<file path="src/rtl/fallback_queue_cfg_ctrl_pkg.sv">
// Shared types and helpers for the fallback-queue configuration controller.
// Holds the update FSM states, the metadata word and the setting legality check.
package fallback_queue_cfg_ctrl_pkg;

  localparam int DEFAULT_MAX_FALLBACK_QUEUES = 1024;

  typedef enum logic [1:0] {
    IDLE  = 2'd0,
    DRAIN = 2'd1,
    APPLY = 2'd2
  } fallback_cfg_state_t;

  typedef struct packed {
    logic [15:0] flow_id;
    logic [11:0] queue_id;
    logic        matched;
    logic [2:0]  prio;
  } metadata_t;

  // Zero means "drop unmatched"; otherwise a power of two no larger than max_nb.
  function automatic logic nb_is_legal(input logic [31:0] nb, input logic [31:0] max_nb);
    return (nb == 32'd0) || (((nb & (nb - 32'd1)) == 32'd0) && (nb <= max_nb));
  endfunction

endpackage

</file>
<file path="src/rtl/fallback_queue_cfg_ctrl_if.sv">
// Metadata stream (in and out) plus the config write channel of the controller.
// master = the side that feeds metadata and issues writes; slave = the controller.
interface fallback_queue_cfg_ctrl_if;

  fallback_queue_cfg_ctrl_pkg::metadata_t in_meta_data;
  logic                                   in_meta_valid;
  logic                                   in_meta_ready;
  fallback_queue_cfg_ctrl_pkg::metadata_t out_meta_data;
  logic                                   out_meta_valid;
  logic                                   out_meta_ready;
  logic                                   cfg_wr_valid;
  logic [31:0]                            cfg_wr_data;
  logic                                   cfg_wr_ready;

  modport master (
    output in_meta_data, in_meta_valid, out_meta_ready, cfg_wr_valid, cfg_wr_data,
    input  in_meta_ready, out_meta_data, out_meta_valid, cfg_wr_ready
  );

  modport slave (
    input  in_meta_data, in_meta_valid, out_meta_ready, cfg_wr_valid, cfg_wr_data,
    output in_meta_ready, out_meta_data, out_meta_valid, cfg_wr_ready
  );

endinterface

</file>
<file path="src/rtl/fallback_queue_cfg_ctrl_inflight_counter.sv">
// Saturating up/down count of packets handed to the flow director but not yet retired.
// A retire pulse at zero leaves the count at zero and raises a sticky underflow flag.
module inflight_counter #(
  parameter int W = 16
) (
  input  logic         clk,
  input  logic         rst,
  input  logic         inc,
  input  logic         dec,
  output logic [W-1:0] count,
  output logic         underflow
);

  logic [W-1:0] count_q, count_d;
  logic         underflow_q, underflow_d;

  always_comb begin
    count_d     = count_q;
    underflow_d = underflow_q;
    if (inc && !dec) begin
      if (count_q != '1) count_d = count_q + W'(1);
    end else if (dec && !inc) begin
      if (count_q == '0) underflow_d = 1'b1;
      else               count_d = count_q - W'(1);
    end
  end

  always_ff @(posedge clk or posedge rst) begin
    if (rst) begin
      count_q     <= '0;
      underflow_q <= 1'b0;
    end else begin
      count_q     <= count_d;
      underflow_q <= underflow_d;
    end
  end

  assign count     = count_q;
  assign underflow = underflow_q;

endmodule

</file>
<file path="src/rtl/fallback_queue_cfg_ctrl.sv">
// Owns nb_fallback_queues: a legal write closes the metadata gate, drains in-flight
// packets (or times out), applies the new value in one APPLY cycle, then reopens.
module fallback_queue_cfg_ctrl
  import fallback_queue_cfg_ctrl_pkg::*;
#(
  parameter int MAX_FALLBACK_QUEUES = DEFAULT_MAX_FALLBACK_QUEUES,
  parameter int INFLIGHT_W          = 16,
  parameter int DRAIN_TIMEOUT       = 4096,
  parameter int RESET_NB_FALLBACK   = 0
) (
  input  logic                          clk,
  input  logic                          rst,
  fallback_queue_cfg_ctrl_if.slave      bus,
  input  logic                          pkt_done,
  output logic [31:0]                   nb_fallback_queues,
  output logic                          cfg_done,
  output logic                          cfg_err,
  output logic                          cfg_timeout,
  output logic                          inflight_underflow
);

  localparam int TIMER_W = $clog2(DRAIN_TIMEOUT + 1);

  fallback_cfg_state_t   state_q, state_d;
  logic [31:0]           pending_q, pending_d;
  logic [31:0]           nb_q, nb_d;
  logic [TIMER_W-1:0]    timer_q, timer_d;
  logic                  cfg_err_q, cfg_err_d;
  logic                  cfg_timeout_q, cfg_timeout_d;
  logic                  gate_open;
  logic                  meta_hs;
  logic                  cfg_accept;
  logic                  req_legal;
  logic [INFLIGHT_W-1:0] inflight;

  inflight_counter #(.W(INFLIGHT_W)) u_inflight (
    .clk       (clk),
    .rst       (rst),
    .inc       (meta_hs),
    .dec       (pkt_done),
    .count     (inflight),
    .underflow (inflight_underflow)
  );

  always_ff @(posedge clk or posedge rst) begin
    if (rst) begin
      state_q       <= IDLE;
      pending_q     <= '0;
      nb_q          <= 32'(RESET_NB_FALLBACK);
      timer_q       <= '0;
      cfg_err_q     <= 1'b0;
      cfg_timeout_q <= 1'b0;
    end else begin
      state_q       <= state_d;
      pending_q     <= pending_d;
      nb_q          <= nb_d;
      timer_q       <= timer_d;
      cfg_err_q     <= cfg_err_d;
      cfg_timeout_q <= cfg_timeout_d;
    end
  end

  // A stuck in-flight packet must not hold the update off forever, hence the timer.
  always_comb begin
    state_d       = state_q;
    pending_d     = pending_q;
    nb_d          = nb_q;
    timer_d       = timer_q;
    cfg_err_d     = 1'b0;
    cfg_timeout_d = 1'b0;
    unique case (state_q)
      IDLE: begin
        if (cfg_accept) begin
          if (req_legal) begin
            state_d   = DRAIN;
            pending_d = bus.cfg_wr_data;
            timer_d   = '0;
          end else begin
            cfg_err_d = 1'b1;
          end
        end
      end
      DRAIN: begin
        timer_d = timer_q + TIMER_W'(1);
        if (inflight == '0) begin
          state_d = APPLY;
        end else if (timer_q == TIMER_W'(DRAIN_TIMEOUT - 1)) begin
          state_d       = APPLY;
          cfg_timeout_d = 1'b1;
        end
      end
      APPLY: begin
        nb_d    = pending_q;
        state_d = IDLE;
      end
      default: state_d = IDLE;
    endcase
  end

  always_comb begin
    gate_open          = (state_q == IDLE);
    bus.out_meta_data  = bus.in_meta_data;
    bus.out_meta_valid = gate_open & bus.in_meta_valid;
    bus.in_meta_ready  = gate_open & bus.out_meta_ready;
    bus.cfg_wr_ready   = gate_open & !(bus.in_meta_valid & !bus.out_meta_ready);
    cfg_done           = (state_q == APPLY);
  end

  assign meta_hs            = bus.out_meta_valid & bus.out_meta_ready;
  assign cfg_accept         = bus.cfg_wr_valid & bus.cfg_wr_ready;
  assign req_legal          = nb_is_legal(bus.cfg_wr_data, 32'(MAX_FALLBACK_QUEUES));
  assign nb_fallback_queues = nb_q;
  assign cfg_err            = cfg_err_q;
  assign cfg_timeout        = cfg_timeout_q;

endmodule

</file>
<file path="src/flat_wrapper.sv">
// flat-port wrapper written by rule: the top's interface ports become plain ports
module fallback_queue_cfg_ctrl_flat import fallback_queue_cfg_ctrl_pkg::*;
#(
  parameter int MAX_FALLBACK_QUEUES = DEFAULT_MAX_FALLBACK_QUEUES,
  parameter int INFLIGHT_W          = 16,
  parameter int DRAIN_TIMEOUT       = 4096,
  parameter int RESET_NB_FALLBACK   = 0
)
  (clk, rst, pkt_done, nb_fallback_queues, cfg_done, cfg_err, cfg_timeout, inflight_underflow, bus_in_meta_data, bus_in_meta_valid, bus_out_meta_ready, bus_cfg_wr_valid, bus_cfg_wr_data, bus_in_meta_ready, bus_out_meta_data, bus_out_meta_valid, bus_cfg_wr_ready);
  fallback_queue_cfg_ctrl_if bus_i ();
  input  logic clk;
  input  logic rst;
  input  logic pkt_done;
  output logic [31:0] nb_fallback_queues;
  output logic cfg_done;
  output logic cfg_err;
  output logic cfg_timeout;
  output logic inflight_underflow;
  input wire logic [$bits(bus_i.in_meta_data)-1:0] bus_in_meta_data;
  input wire logic [$bits(bus_i.in_meta_valid)-1:0] bus_in_meta_valid;
  input wire logic [$bits(bus_i.out_meta_ready)-1:0] bus_out_meta_ready;
  input wire logic [$bits(bus_i.cfg_wr_valid)-1:0] bus_cfg_wr_valid;
  input wire logic [$bits(bus_i.cfg_wr_data)-1:0] bus_cfg_wr_data;
  output wire logic [$bits(bus_i.in_meta_ready)-1:0] bus_in_meta_ready;
  output wire logic [$bits(bus_i.out_meta_data)-1:0] bus_out_meta_data;
  output wire logic [$bits(bus_i.out_meta_valid)-1:0] bus_out_meta_valid;
  output wire logic [$bits(bus_i.cfg_wr_ready)-1:0] bus_cfg_wr_ready;
  assign bus_i.in_meta_data = bus_in_meta_data;
  assign bus_i.in_meta_valid = bus_in_meta_valid;
  assign bus_i.out_meta_ready = bus_out_meta_ready;
  assign bus_i.cfg_wr_valid = bus_cfg_wr_valid;
  assign bus_i.cfg_wr_data = bus_cfg_wr_data;
  assign bus_in_meta_ready = bus_i.in_meta_ready;
  assign bus_out_meta_data = bus_i.out_meta_data;
  assign bus_out_meta_valid = bus_i.out_meta_valid;
  assign bus_cfg_wr_ready = bus_i.cfg_wr_ready;
  fallback_queue_cfg_ctrl #(.MAX_FALLBACK_QUEUES(MAX_FALLBACK_QUEUES), .INFLIGHT_W(INFLIGHT_W), .DRAIN_TIMEOUT(DRAIN_TIMEOUT), .RESET_NB_FALLBACK(RESET_NB_FALLBACK)) u_core (.clk(clk), .rst(rst), .bus(bus_i), .pkt_done(pkt_done), .nb_fallback_queues(nb_fallback_queues), .cfg_done(cfg_done), .cfg_err(cfg_err), .cfg_timeout(cfg_timeout), .inflight_underflow(inflight_underflow));
endmodule
</file>
<file path="config.mk">
export PLATFORM = sky130hd
export DESIGN_NAME = fallback_queue_cfg_ctrl_flat
export DESIGN_NICKNAME = d
export VERILOG_FILES = /design/src/rtl/fallback_queue_cfg_ctrl_pkg.sv /design/src/rtl/fallback_queue_cfg_ctrl_if.sv /design/src/rtl/fallback_queue_cfg_ctrl_inflight_counter.sv /design/src/rtl/fallback_queue_cfg_ctrl.sv /design/src/flat_wrapper.sv
export SDC_FILE = /design/constraint.sdc
export NUM_CORES = 1
export LEC_CHECK = 0
export CAP_MARGIN = 20
export CORE_ASPECT_RATIO = 0.9
export CORE_UTILIZATION = 50
export DETAILED_ROUTE_END_ITERATION = 12
export PLACE_DENSITY = 0.82
export SETUP_SLACK_MARGIN = 0.5
export SLEW_MARGIN = 10
export SYNTH_ARGS = -nofsm -noshare
export SYNTH_HDL_FRONTEND = slang
export SYNTH_SLANG_ARGS = --single-unit
export TNS_END_PERCENT = 100
</file>
<file path="constraint.sdc">
create_clock -name clk -period 7.5 [get_ports clk]
set_input_delay 0.75 -clock clk [delete_from_list [all_inputs] [get_ports clk]]
set_output_delay 0.75 -clock clk [all_outputs]
set_load 0.05 [all_outputs]
</file>
==> summary.md, run 1 <==
| Metric | Value |
|---|---|
| Worst-case clock buffer depth | `2` |
| Synth Register Bits | `98` |
| CTS tree | `yes` |
| Arr. time, crit path | `4450 ps` |
| Total of max-cap violations | `0` |
| Layout cells sized above 1 | `0.1695` |
| Antenna violations before repair | `0` |
| Final setup vio count | `0` |
| Yosys top cell area share | `0.4725` |
| Crit path required time | `7730 ps` |
| Clock power frac | `0.273` |
| Syn avg cell area | `10.97 µm²` |
| Met3 wire len | `574 µm` |
| Net Count, Synth | `561` |
| Final antenna-violating net count | `0` |
| Least-Margin Pin Slew | `906.7 ps` |
| Fin nets | `608` |
| Row count | `34` |
| Post-synth EDFFs | `0` |
| Area contributors post-synth | `dfrtp_1 47%, mux2_2 10%, buf_4 4.6%` |
| WS Path Type | `in2reg` |
| Number of I/O pins | `141` |
| Mapped Cells | `473` |
| Final HPWL DP | `7486 µm` |
| Die height | `98.66 µm` |
| GRT overflow | `0` |
| DR WL met2 | `4955 µm` |
| CTS clk-pin slew, worst paths | `70 ps` |
| Total CTS buffers | `9` |
| Port bufs | `76` |
| Setup bufs post-CTS | `0` |
| Fin crit share | `0.5623` |
| Final hold violations | `0` |
| Crit path capture type | `register` |
| Cell Area, Synth | `5190 µm²` |
| Pin count of the biggest net entering global routing | `90` |
| Via density | `5.770` |
| First-pass GRT wire length | `17,930 µm` |
| Placer congestion estimate | `0.8733` |
| DR vias | `3,756` |
| RSZ-0062 raised after global routing | `no` |
| Detailed Routing Iterations Pass 1 | `5` |
| Fill count | `783` |
| Cts hold-fix bufs | `0` |
| Slew HR | `0.3955` |
| Slew Limit Fails | `0` |
| Diode count | `0` |
| Fin Setup TNS | `0 ps` |
| P_sw | `564.7 µW` |
| Power share of the sequential group | `0.409` |
| Pwr Total | `1654 µW` |
| Die X | `109.4 µm` |
| Sink Count | `98` |
| Logic pwr share | `0.319` |
| Post-synth top area cell | `dfrtp_1` |
| # DRC | `0` |
| Max IR drop VDD | `0.0001626 V` |
| Sw Share | `0.3414` |
| Vias in the first global route | `3,740` |
| GRT Util Overall | `0.2119` |
| Total Routed Length | `10,610 µm` |
| Synth cell types | `59` |
| Shortest period the worst path allows | `4217 ps` |
| M1 wire length | `4757 µm` |
| P_leak | `0.002830 µW` |
| Drt initial violations | `191` |
| Fraction of registers with async set/reset | `1.000` |
| Post-cts resize count | `0` |
| Starting density of the core | `0.5259` |
| Register area share after synthesis | `0.4725` |
| Tightest Hold Check Type | `reg2reg` |
| Synth Flop Type | `dfrtp_1` |
| Startpoint types | `input port` |
| Highest routed layer | `met4` |
| Int Power | `1089 µW` |
| Root Buffer | `clkbuf_16` |
| WL/cell | `16.29 µm` |
| Core Area | `9869 µm²` |
| Worst skew pair latency | `350 ps` |
| Power Density | `268.0 nW/µm²` |
| Synth-to-layout area growth | `18.90%` |
| Max Fclk | `237.1 MHz` |
| Clock Skew | `9.459 ps` |
| Crit-path max FO | `46` |
| Die ar. | `10,790 µm²` |
| Synthesis warning total | `0` |
| H-tree depth reported by CTS | `3` |
| Status | `complete, no violations` |
[per-stage QoR]
| stage | utilization | instances | setup WS (ps) | hold slack (ps) | cell area [µm²] |
|---|---|---|---|---|---|
| CTS | 0.6225 | 650 | 3316 | 466.0 | 6143 |
| global placement | 0.5923 | 634 | 3070 | 441.5 | 5846 |
| finish | 0.6253 | 651 | 3283 | 464.0 | 6171 |
| floorplan | - | 473 | 3603 | 449.4 | 5190 |
| detailed placement | 0.5923 | 634 | 2948 | 447.2 | 5846 |
| global route | 0.6253 | 651 | 3060 | 471.9 | 6171 |
[final timing paths]
check | depth (start not counted) | slack, ps | from | endpoint
worst max-delay path | 8 | 3280 | bus_cfg_wr_data[17] | u_core.timer_q[12]
worst min-delay path | 1 | 460 | u_core.u_inflight.underflow | u_core.u_inflight.underflow
worst max register to register | 14 | 3610 | u_core.state_q[1] | u_core.u_inflight.count[14]
worst min register to register | 1 | 460 | u_core.u_inflight.underflow | u_core.u_inflight.underflow
max in group asynchronous | 4 | 5960 | rst | u_core.pending_q[30]
min in group asynchronous | 2 | 630 | rst | u_core.nb_fallback_queues[22]
[cell usage after synthesis, drive strengths merged, types with 5 or more instances]
| master | count |
|---|---|
| o21ai | 12 |
| or3 | 5 |
| o22ai | 5 |
| nor3 | 20 |
| xor2 | 7 |
| xnor2 | 13 |
| a21oi | 16 |
| and2 | 34 |
| nand3 | 10 |
| nor2 | 22 |
| mux2 | 51 |
| buf | 33 |
| nand2 | 16 |
| clkbuf | 10 |
| nand4 | 11 |
| ha | 17 |
| o21bai | 6 |
| nor4 | 10 |
| inv | 16 |
| dfrtp | 98 |
[critical path, stage by stage]
cell             delay (ps)
clkdlybuf4s50_1         480
or4_1                   570
or3_4                   420
or3_1                   370
nand2b_1                160
a222oi_1                570
nand4b_4                600
a311o_1                 520
[routing by layer]
| layer | vias up | GRT usage |
|---|---|---|
| li1 | 1762 | - |
| met1 | 1848 | 0.2883 |
| met4 | 0 | 0.08103 |
| met2 | 103 | 0.3217 |
| met3 | 43 | 0.05952 |
| met5 | - | 0 |
[cells in the final DEF, fill, tap and decap left out, types with 3 or more instances in the layout]
cell type and count:
a211oi_1 3, a21o_1 3, a21oi_1 16, a31o_2 3, a31oi_1 4, and2_1 31
and2_2 3, and3_1 3, clkbuf_16 9, clkdlybuf4s50_1 76, dfrtp_1 98, ha_1 17
inv_1 15, mux2_2 46, mux2_4 5, nand2_1 16, nand2b_1 3, nand3_1 10
nand4_1 11, nor2_1 22, nor3_1 20, nor4_1 10, o2111ai_1 3, o21ai_0 12
o21bai_1 6, o22ai_1 5, or2_2 3, or3_1 4, xnor2_1 13, xor2_1 7
[area by class of cell]
type / instances / area (µm²) / area share
Clock buffer: 9 / 225.2 / 0.03650
Clock inverter: 7 / 72.57 / 0.01176
Inverter: 16 / 62.56 / 0.01014
Multi-Input combinational cell: 316 / 2397 / 0.3885
Sequential cell: 98 / 2452 / 0.3974
Tap cell: 126 / 157.7 / 0.02555
Timing Repair Buffer: 79 / 803.3 / 0.1302
[power groups by stage]
| stage | Clock, µW | Sequential (µW) | Combinational (µW) |
|---|---|---|---|
| floorplan | 0 | 657 | 463 |
| global placement | 0 | 680 | 491 |
| detailed placement | 0 | 683 | 516 |
| CTS | 462 | 674 | 521 |
| global route | 487 | 685 | 589 |
| finish | 451 | 676 | 527 |
[cell families (layout without fill, tap and decap cells)]
group / Yosys count / after routing / synth area share
AO/OA/AOI/OAI: 70 / 70 / 0.09041
XOR/XNOR: 20 / 20 / 0.03375
adder cells (fa/ha/maj): 19 / 19 / 0.04677
buffers and inverters: 59 / 111 / 0.06726
flip-flops: 98 / 98 / 0.4725
multiplexers: 52 / 52 / 0.1162
AND/OR/NAND/NOR: 155 / 155 / 0.1731
[registers in the layout, summed over array words and instances (netlist names)]
register and flops:
u_core.u_inflight.count 16, u_core.cfg_err 1, u_core.nb_fallback_queues 32, u_core.u_inflight.underflow 1
u_core.pending_q 32, u_core.cfg_timeout 1, u_core.timer_q 13, u_core.state_q 2
No activity file was read; power rests on OpenSTA's default activity.
==> run 2: changes to the inputs <==
- CORE_UTILIZATION: 50 -> 44
- PLACE_DENSITY: 0.82 -> 0.77
- clock period: 7.5 -> 3.5 ns (I/O delays scaled with it)
==> summary.md, run 2 (same netlist as run 1, synthesis figures left out) <==
| Metric | Value |
|---|---|
| Max IR drop VDD | `0.0003456 V (+110%)` |
| Sw Share | `0.3537 (+0.01231)` |
| Diode count | `0 (unchanged)` |
| Total Routed Length | `12,040 µm (+14%)` |
| Root Buffer | `clkbuf_16` |
| Max Fclk | `324.5 MHz` |
| Placer congestion estimate | `0.9064 (+3.8%)` |
| # DRC | `0 (unchanged)` |
| Antenna violations before repair | `0 (unchanged)` |
| Pin count of the biggest net entering global routing | `66 (-27%)` |
| Area post-placement | `6202 µm² (+6.1%)` |
| Synth-to-layout area growth | `35.75%` |
| Crit path from | `u_core.state_q[0]` |
| Slew Limit Fails | `0 (unchanged)` |
| Crit-path max FO | `3 (-93%)` |
| Via density | `5.432 (-5.8%)` |
| Number of I/O pins | `141 (unchanged)` |
| Layout cells sized above 1 | `0.3333 (+0.1638)` |
| Total CTS buffers | `9 (unchanged)` |
| Starting density of the core | `0.4520 (-0.07381)` |
| DR vias | `3,960 (+5.4%)` |
| Die X | `116.5 µm (+6.5%)` |
| Fin crit share | `0.8804` |
| Power share of the sequential group | `0.349 (-0.060)` |
| Clock power frac | `0.247 (-0.026)` |
| RR Startpoint | `u_core.state_q[0]` |
| Startpoint types | `register` |
| Row count | `37 (+8.8%)` |
| WS Path Type | `reg2reg` |
| Vias in the first global route | `4,083 (+9.2%)` |
| Crit path capture type | `register` |
| First-pass GRT wire length | `19,270 µm (+7.5%)` |
| Worst skew pair latency | `350 ps (about the same)` |
| Port bufs | `76 (unchanged)` |
| Power Density | `603.7 nW/µm² (+130%)` |
| Pwr Total | `4253 µW (+160%)` |
| H-tree depth reported by CTS | `3 (unchanged)` |
| Final antenna-violating net count | `0 (unchanged)` |
| Final setup vio count | `0 (unchanged)` |
| Top delay family on crit path | `compound AO/OA/AOI/OAI gates` |
| Arr. time, crit path | `3330 ps (-1120 ps)` |
| Int Power | `2749 µW (+150%)` |
| Final critical-path setup slack | `418.7 ps (-2864 ps)` |
| Slew HR | `0.4813 (+0.08576)` |
| Drt initial violations | `173 (-9.4%)` |
| Total of max-cap violations | `0 (unchanged)` |
| RSZ-0062 raised after global routing | `yes` |
| Shortest period the worst path allows | `3081 ps` |
| Hold path start | `u_core.u_inflight.underflow` |
| P_sw | `1505 µW (+170%)` |
| Worst-path cell chain | `nor2_4, and2_4, nand2_2, inv_2, ha_4, clkinvlp_4, buf_4, buf_6, ha_4, a211o_1, nor2_2, o21ai_4, a31oi_4, a2111oi_4, or3_1, a31o_2` |
| CTS tree | `yes` |
| Worst path bufs/invs | `4 (+3)` |
| Sink Count | `98 (unchanged)` |
| Crit path required time | `3740 ps (-3990 ps)` |
| Final hold violations | `0 (unchanged)` |
| Fin cells | `729 (+12%)` |
| Fin nets | `656 (+7.9%)` |
| Fin Setup TNS | `0 ps (unchanged)` |
| Slowest stage delay, CP | `410 ps (-190 ps)` |
| GRT overflow | `0 (unchanged)` |
| Logic pwr share | `0.404 (+0.085)` |
| Least-Margin Pin Slew | `778.1 ps (-128.6 ps)` |
| P_leak | `0.003184 µW (+12%)` |
| CTS clk-pin slew, worst paths | `80 ps (about the same)` |
| Commonest non-fill, non-tap cells in the layout | `98 x dfrtp_1, 66 x clkdlybuf4s50_1, 46 x mux2_2` |
| Clock Skew | `5.359 ps (-4.100 ps)` |
| Status | `complete, no violations` |
| Final HPWL DP | `8071 µm (+7.8%)` |
| Worst path slowest cell | `dfrtp_1` |
| Dpl cells | `695 (+9.6%)` |
| Most numerous cell on the critical path | `ha_4` |
| GRT Util Overall | `0.2011 (-0.01078)` |
| WL/cell | `16.52 µm (+1.4%)` |
| Tightest Hold Check Type | `reg2reg` |
| Worst-case clock buffer depth | `2 (unchanged)` |
| Dpl ws | `-24.92 ps (-2973 ps)` |
| Core Area | `11,480 µm² (+16%)` |
| Die height | `105.0 µm (+6.5%)` |
| Most common cell after layout, fill and taps aside | `dfrtp_1` |
| Fin area | `7046 µm² (+14%)` |
| Detailed Routing Iterations Pass 1 | `5 (unchanged)` |
| Die ar. | `12,230 µm² (+13%)` |
## run 2: cell types whose count changed in the layout (fill, tap and decap cells not counted), moves of 7 or more
| cell | before | now |
|---|---|---|
| ha_1 | 17 | 6 |
| nor3_2 | 0 | 7 |
| buf_4 | 2 | 43 |
| nor3_1 | 20 | 13 |
| clkdlybuf4s50_1 | 76 | 66 |
| ha_4 | 0 | 9 |
## run 2: final timing paths
path / slack [ps] / cells after the start / to
worst max-delay path: 420 / 16 / u_core.u_inflight.count[14]
worst min-delay path: 480 / 1 / u_core.u_inflight.underflow
worst max register to register: 420 / 16 / u_core.u_inflight.count[14]
worst min register to register: 480 / 1 / u_core.u_inflight.underflow
max in group asynchronous: 2260 / 3 / u_core.timer_q[2]
min in group asynchronous: 500 / 2 / u_core.nb_fallback_queues[11]
## run 2: power by group through the flow
stage | clock network, µW | registers (µW) | logic, µW
2_1_floorplan | 0 | 1410 | 1020
3_3_place_gp | 0 | 1460 | 1180
3_5_place_dp | 0 | 1470 | 1250
4_1_cts | 1070 | 1470 | 1480
5_1_grt | 1120 | 1500 | 1860
6_report | 1050 | 1480 | 1720
## run 2: timing repair
item | in CTS | in global routing
buffers inserted | 9 | 8
gates cloned | 1 | 0
setup endpoints to repair | 50 | 52
pin swaps | 18 | 23
resized for setup | 46 | 36
hold buffers | 0 | 0
## run 2: layout make-up
class	count	area, µm²
well taps	156	195.2
repair buffers	127	1201
fillers	933	4436
multi-input cells	316	2809
clock inverters	7	96.34
flip-flops and latches	98	2452
clock buffers	9	225.2
inverters	16	66.31
## run 2: worst register-to-register path, cell delays in order (launching register included)
cell	delay, ps
dfrtp_1	410
nor2_4	150
and2_4	160
nand2_2	60
inv_2	60
ha_4	130
clkinvlp_4	90
buf_4	160
buf_6	110
ha_4	150
a211o_1	340
nor2_2	160
o21ai_4	100
a31oi_4	240
a2111oi_4	100
or3_1	320
a31o_2	240
## run 2: layer usage
| metal | GRT usage | wire (µm) |
|---|---|---|
| met3 | 0.04060 | 436 |
| met5 | 0 | 0 |
| met2 | 0.3259 | 6051 |
| met4 | 0.09982 | 426 |
| met1 | 0.2531 | 5128 |
## run 2: per-stage QoR
stage            util  hold slack [ps]
2_1_floorplan       -            449.4
3_3_place_gp   0.5402            448.0
3_5_place_dp   0.5402            457.8
4_1_cts        0.5946            477.6
5_1_grt        0.6137            503.0
6_report       0.6137            479.6
==> run 3: changes to the inputs <==
- GPL_TIMING_DRIVEN: not set -> 0
==> summary.md, run 3 (same netlist as run 1, synthesis figures left out) <==
| Metric | Value |
|---|---|
| Power Density | `578.1 nW/µm² (-4.2%)` |
| Synth-to-layout area growth | `44.14%` |
| Worst-path cell chain | `nor2_2, and2_4, nand2_4, inv_4, ha_4, clkinvlp_4, ha_1, nor3_1, o21bai_2, a31oi_4, a2111oi_4, or3_1, a31o_2` |
| GRT Util Overall | `0.2103 (+0.009116)` |
| Via density | `5.429 (about the same)` |
| Fin crit share | `0.9157 (+0.03529)` |
| Fin cells | `783 (+7.4%)` |
| RSZ-0062 raised after global routing | `yes` |
| Antenna violations before repair | `0 (unchanged)` |
| Worst-case clock buffer depth | `2 (unchanged)` |
| Shortest period the worst path allows | `3205 ps (+123.5 ps)` |
| Int Power | `2868 µW (+4.4%)` |
| Drt initial violations | `204 (+18%)` |
| Power share of the sequential group | `0.335 (-0.014)` |
| Area post-placement | `6558 µm² (+5.7%)` |
| Port bufs | `108 (+42%)` |
| GRT overflow | `0 (unchanged)` |
| RR Startpoint | `u_core.state_q[0]` |
| Sw Share | `0.3367 (-0.01700)` |
| Final setup vio count | `0 (unchanged)` |
| Clock Skew | `7.324 ps (+1.965 ps)` |
| Slew Limit Fails | `0 (unchanged)` |
| Reg2Reg Setup Slack | `300 ps (-120 ps)` |
| Crit Reg-Reg Endpoint | `u_core.u_inflight.count[14]` |
| Layout cells sized above 1 | `0.3174 (-0.01595)` |
| Clock power frac | `0.271 (+0.024)` |
| Crit-path max FO | `7 (+4)` |
| Total Routed Length | `12,520 µm (+3.9%)` |
| Slowest stage delay, CP | `480 ps (+70 ps)` |
| Fill count | `901 (-3.4%)` |
| Fin nets | `711 (+8.4%)` |
| Dpl ws | `-448.8 ps (-423.9 ps)` |
| Startpoint types | `register` |
| Root Buffer | `clkbuf_16` |
| Status | `complete, no violations` |
| Placer congestion estimate | `0.8592 (-5.2%)` |
| CTS clk-pin slew, worst paths | `60 ps (-20 ps)` |
| Worst skew pair latency | `340 ps (about the same)` |
| Die X | `116.5 µm (unchanged)` |
| Logic pwr share | `0.394 (-0.010)` |
| Final hold violations | `0 (unchanged)` |
| First-pass GRT wire length | `20,020 µm (+3.9%)` |
| DR vias | `4,251 (+7.3%)` |
| Slew HR | `0.5798 (+0.09856)` |
| Vias in the first global route | `4,226 (+3.5%)` |
| Max IR drop VDD | `0.0003951 V (+14%)` |
| Row count | `37 (unchanged)` |
| # DRC | `0 (unchanged)` |
| Tightest Hold Check Type | `in2async` |
| Sequential Area | `2452 µm² (unchanged)` |
| WS Path Type | `reg2reg` |
| Pin count of the biggest net entering global routing | `62 (-6.1%)` |
| Least-Margin Pin Slew | `625.4 ps (-152.7 ps)` |
| Diode count | `0 (unchanged)` |
| Commonest non-fill, non-tap cells in the layout | `99 x clkdlybuf4s50_1, 98 x dfrtp_1, 56 x buf_4` |
| Dpl cells | `738 (+6.2%)` |
| Max Fclk | `312.0 MHz (-3.9%)` |
| Total of max-cap violations | `0 (unchanged)` |
| WL/cell | `15.98 µm (-3.2%)` |
| Multi-input logic area | `2739 µm² (-2.5%)` |
| Crit path required time | `3730 ps (about the same)` |
| Total CTS buffers | `9 (unchanged)` |
| Most common cell after layout, fill and taps aside | `clkdlybuf4s50_1` |
| Detailed Routing Iterations Pass 1 | `5 (unchanged)` |
| Fin area | `7481 µm² (+6.2%)` |
| Worst r2r path cells | `13 (-3)` |
| Final antenna-violating net count | `0 (unchanged)` |
| H-tree depth reported by CTS | `3 (unchanged)` |
| Worst path bufs/invs | `2 (-2)` |
| P_sw | `1456 µW (-3.2%)` |
| P_leak | `0.003442 µW (+8.1%)` |
| Sink Count | `98 (unchanged)` |
| Top delay family on crit path | `simple AND/OR/NAND/NOR gates` |
| Arr. time, crit path | `3440 ps (+110 ps)` |
| Hold WS | `401.8 ps (-77.80 ps)` |
| Core Area | `11,480 µm² (unchanged)` |
| Number of I/O pins | `141 (unchanged)` |
| Worst path slowest cell | `nor3_1` |
| Starting density of the core | `0.4520 (unchanged)` |
| Die height | `105.0 µm (unchanged)` |
| CTS tree | `yes` |
| Final critical-path setup slack | `295.2 ps (-123.5 ps)` |
| Final HPWL DP | `8494 µm (+5.2%)` |
| Die ar. | `12,230 µm² (unchanged)` |
| Crit path capture type | `register` |
==> run 3: final cells by class <==
cell class                      count  share of cell area
Timing Repair Buffer              138              0.1810
Buffer                             43             0.04215
Inverter                           16            0.009199
Multi-Input combinational cell    317              0.3661
Clock inverter                      5             0.01706
Sequential cell                    98              0.3278
Clock buffer                       10             0.03061
Tap cell                          156             0.02609
==> run 3: per-layer routing <==
layer / share of wire / up-vias / track usage
met3: 0.050 / 30 / 0.04640
met2: 0.51 / 162 / 0.3491
met1: 0.41 / 2079 / 0.2605
li1: - / 1980 / -
met5: 0 / - / 0
met4: 0.027 / 0 / 0.08974
==> run 3: worst max-delay path by stage <==
stage,cells after the start,startpoint,endpoint
CTS,15,u_core.state_q[1],u_core.u_inflight.count[14]
global placement,2,rst,u_core.pending_q[1]
detailed placement,14,bus_in_meta_valid,u_core.u_inflight.count[15]
floorplan,14,u_core.state_q[0],u_core.u_inflight.count[14]
finish,13,u_core.state_q[0],u_core.u_inflight.count[14]
global route,13,u_core.state_q[0],u_core.u_inflight.count[14]
==> run 3: stage by stage <==
step                power [µW]  utilization  setup TNS [ps]
finish                    4325       0.6516               0
global route              4580       0.6516               0
CTS                       4165       0.6322               0
detailed placement        2765       0.5712          -14480
global placement          2672       0.5685          -88110
floorplan                 2434            -               0
==> run 3: power groups by stage <==
stage               clock network [µW]  logic [µW]  registers, µW
floorplan                            0        1020           1410
global placement                     0        1220           1450
detailed placement                   0        1310           1450
CTS                               1200        1530           1440
global route                      1250        1860           1480
finish                            1170        1700           1450
==> run 3: repair_timing <==
action | in CTS | in global routing
cloned | 2 | 1
hold buffers | 0 | 0
gates resized for setup | 45 | 62
endpoints found under the setup margin | 61 | 62
pin swaps | 13 | 20
hold endpoints to repair | 0 | 0
setup buffers | 18 | 9
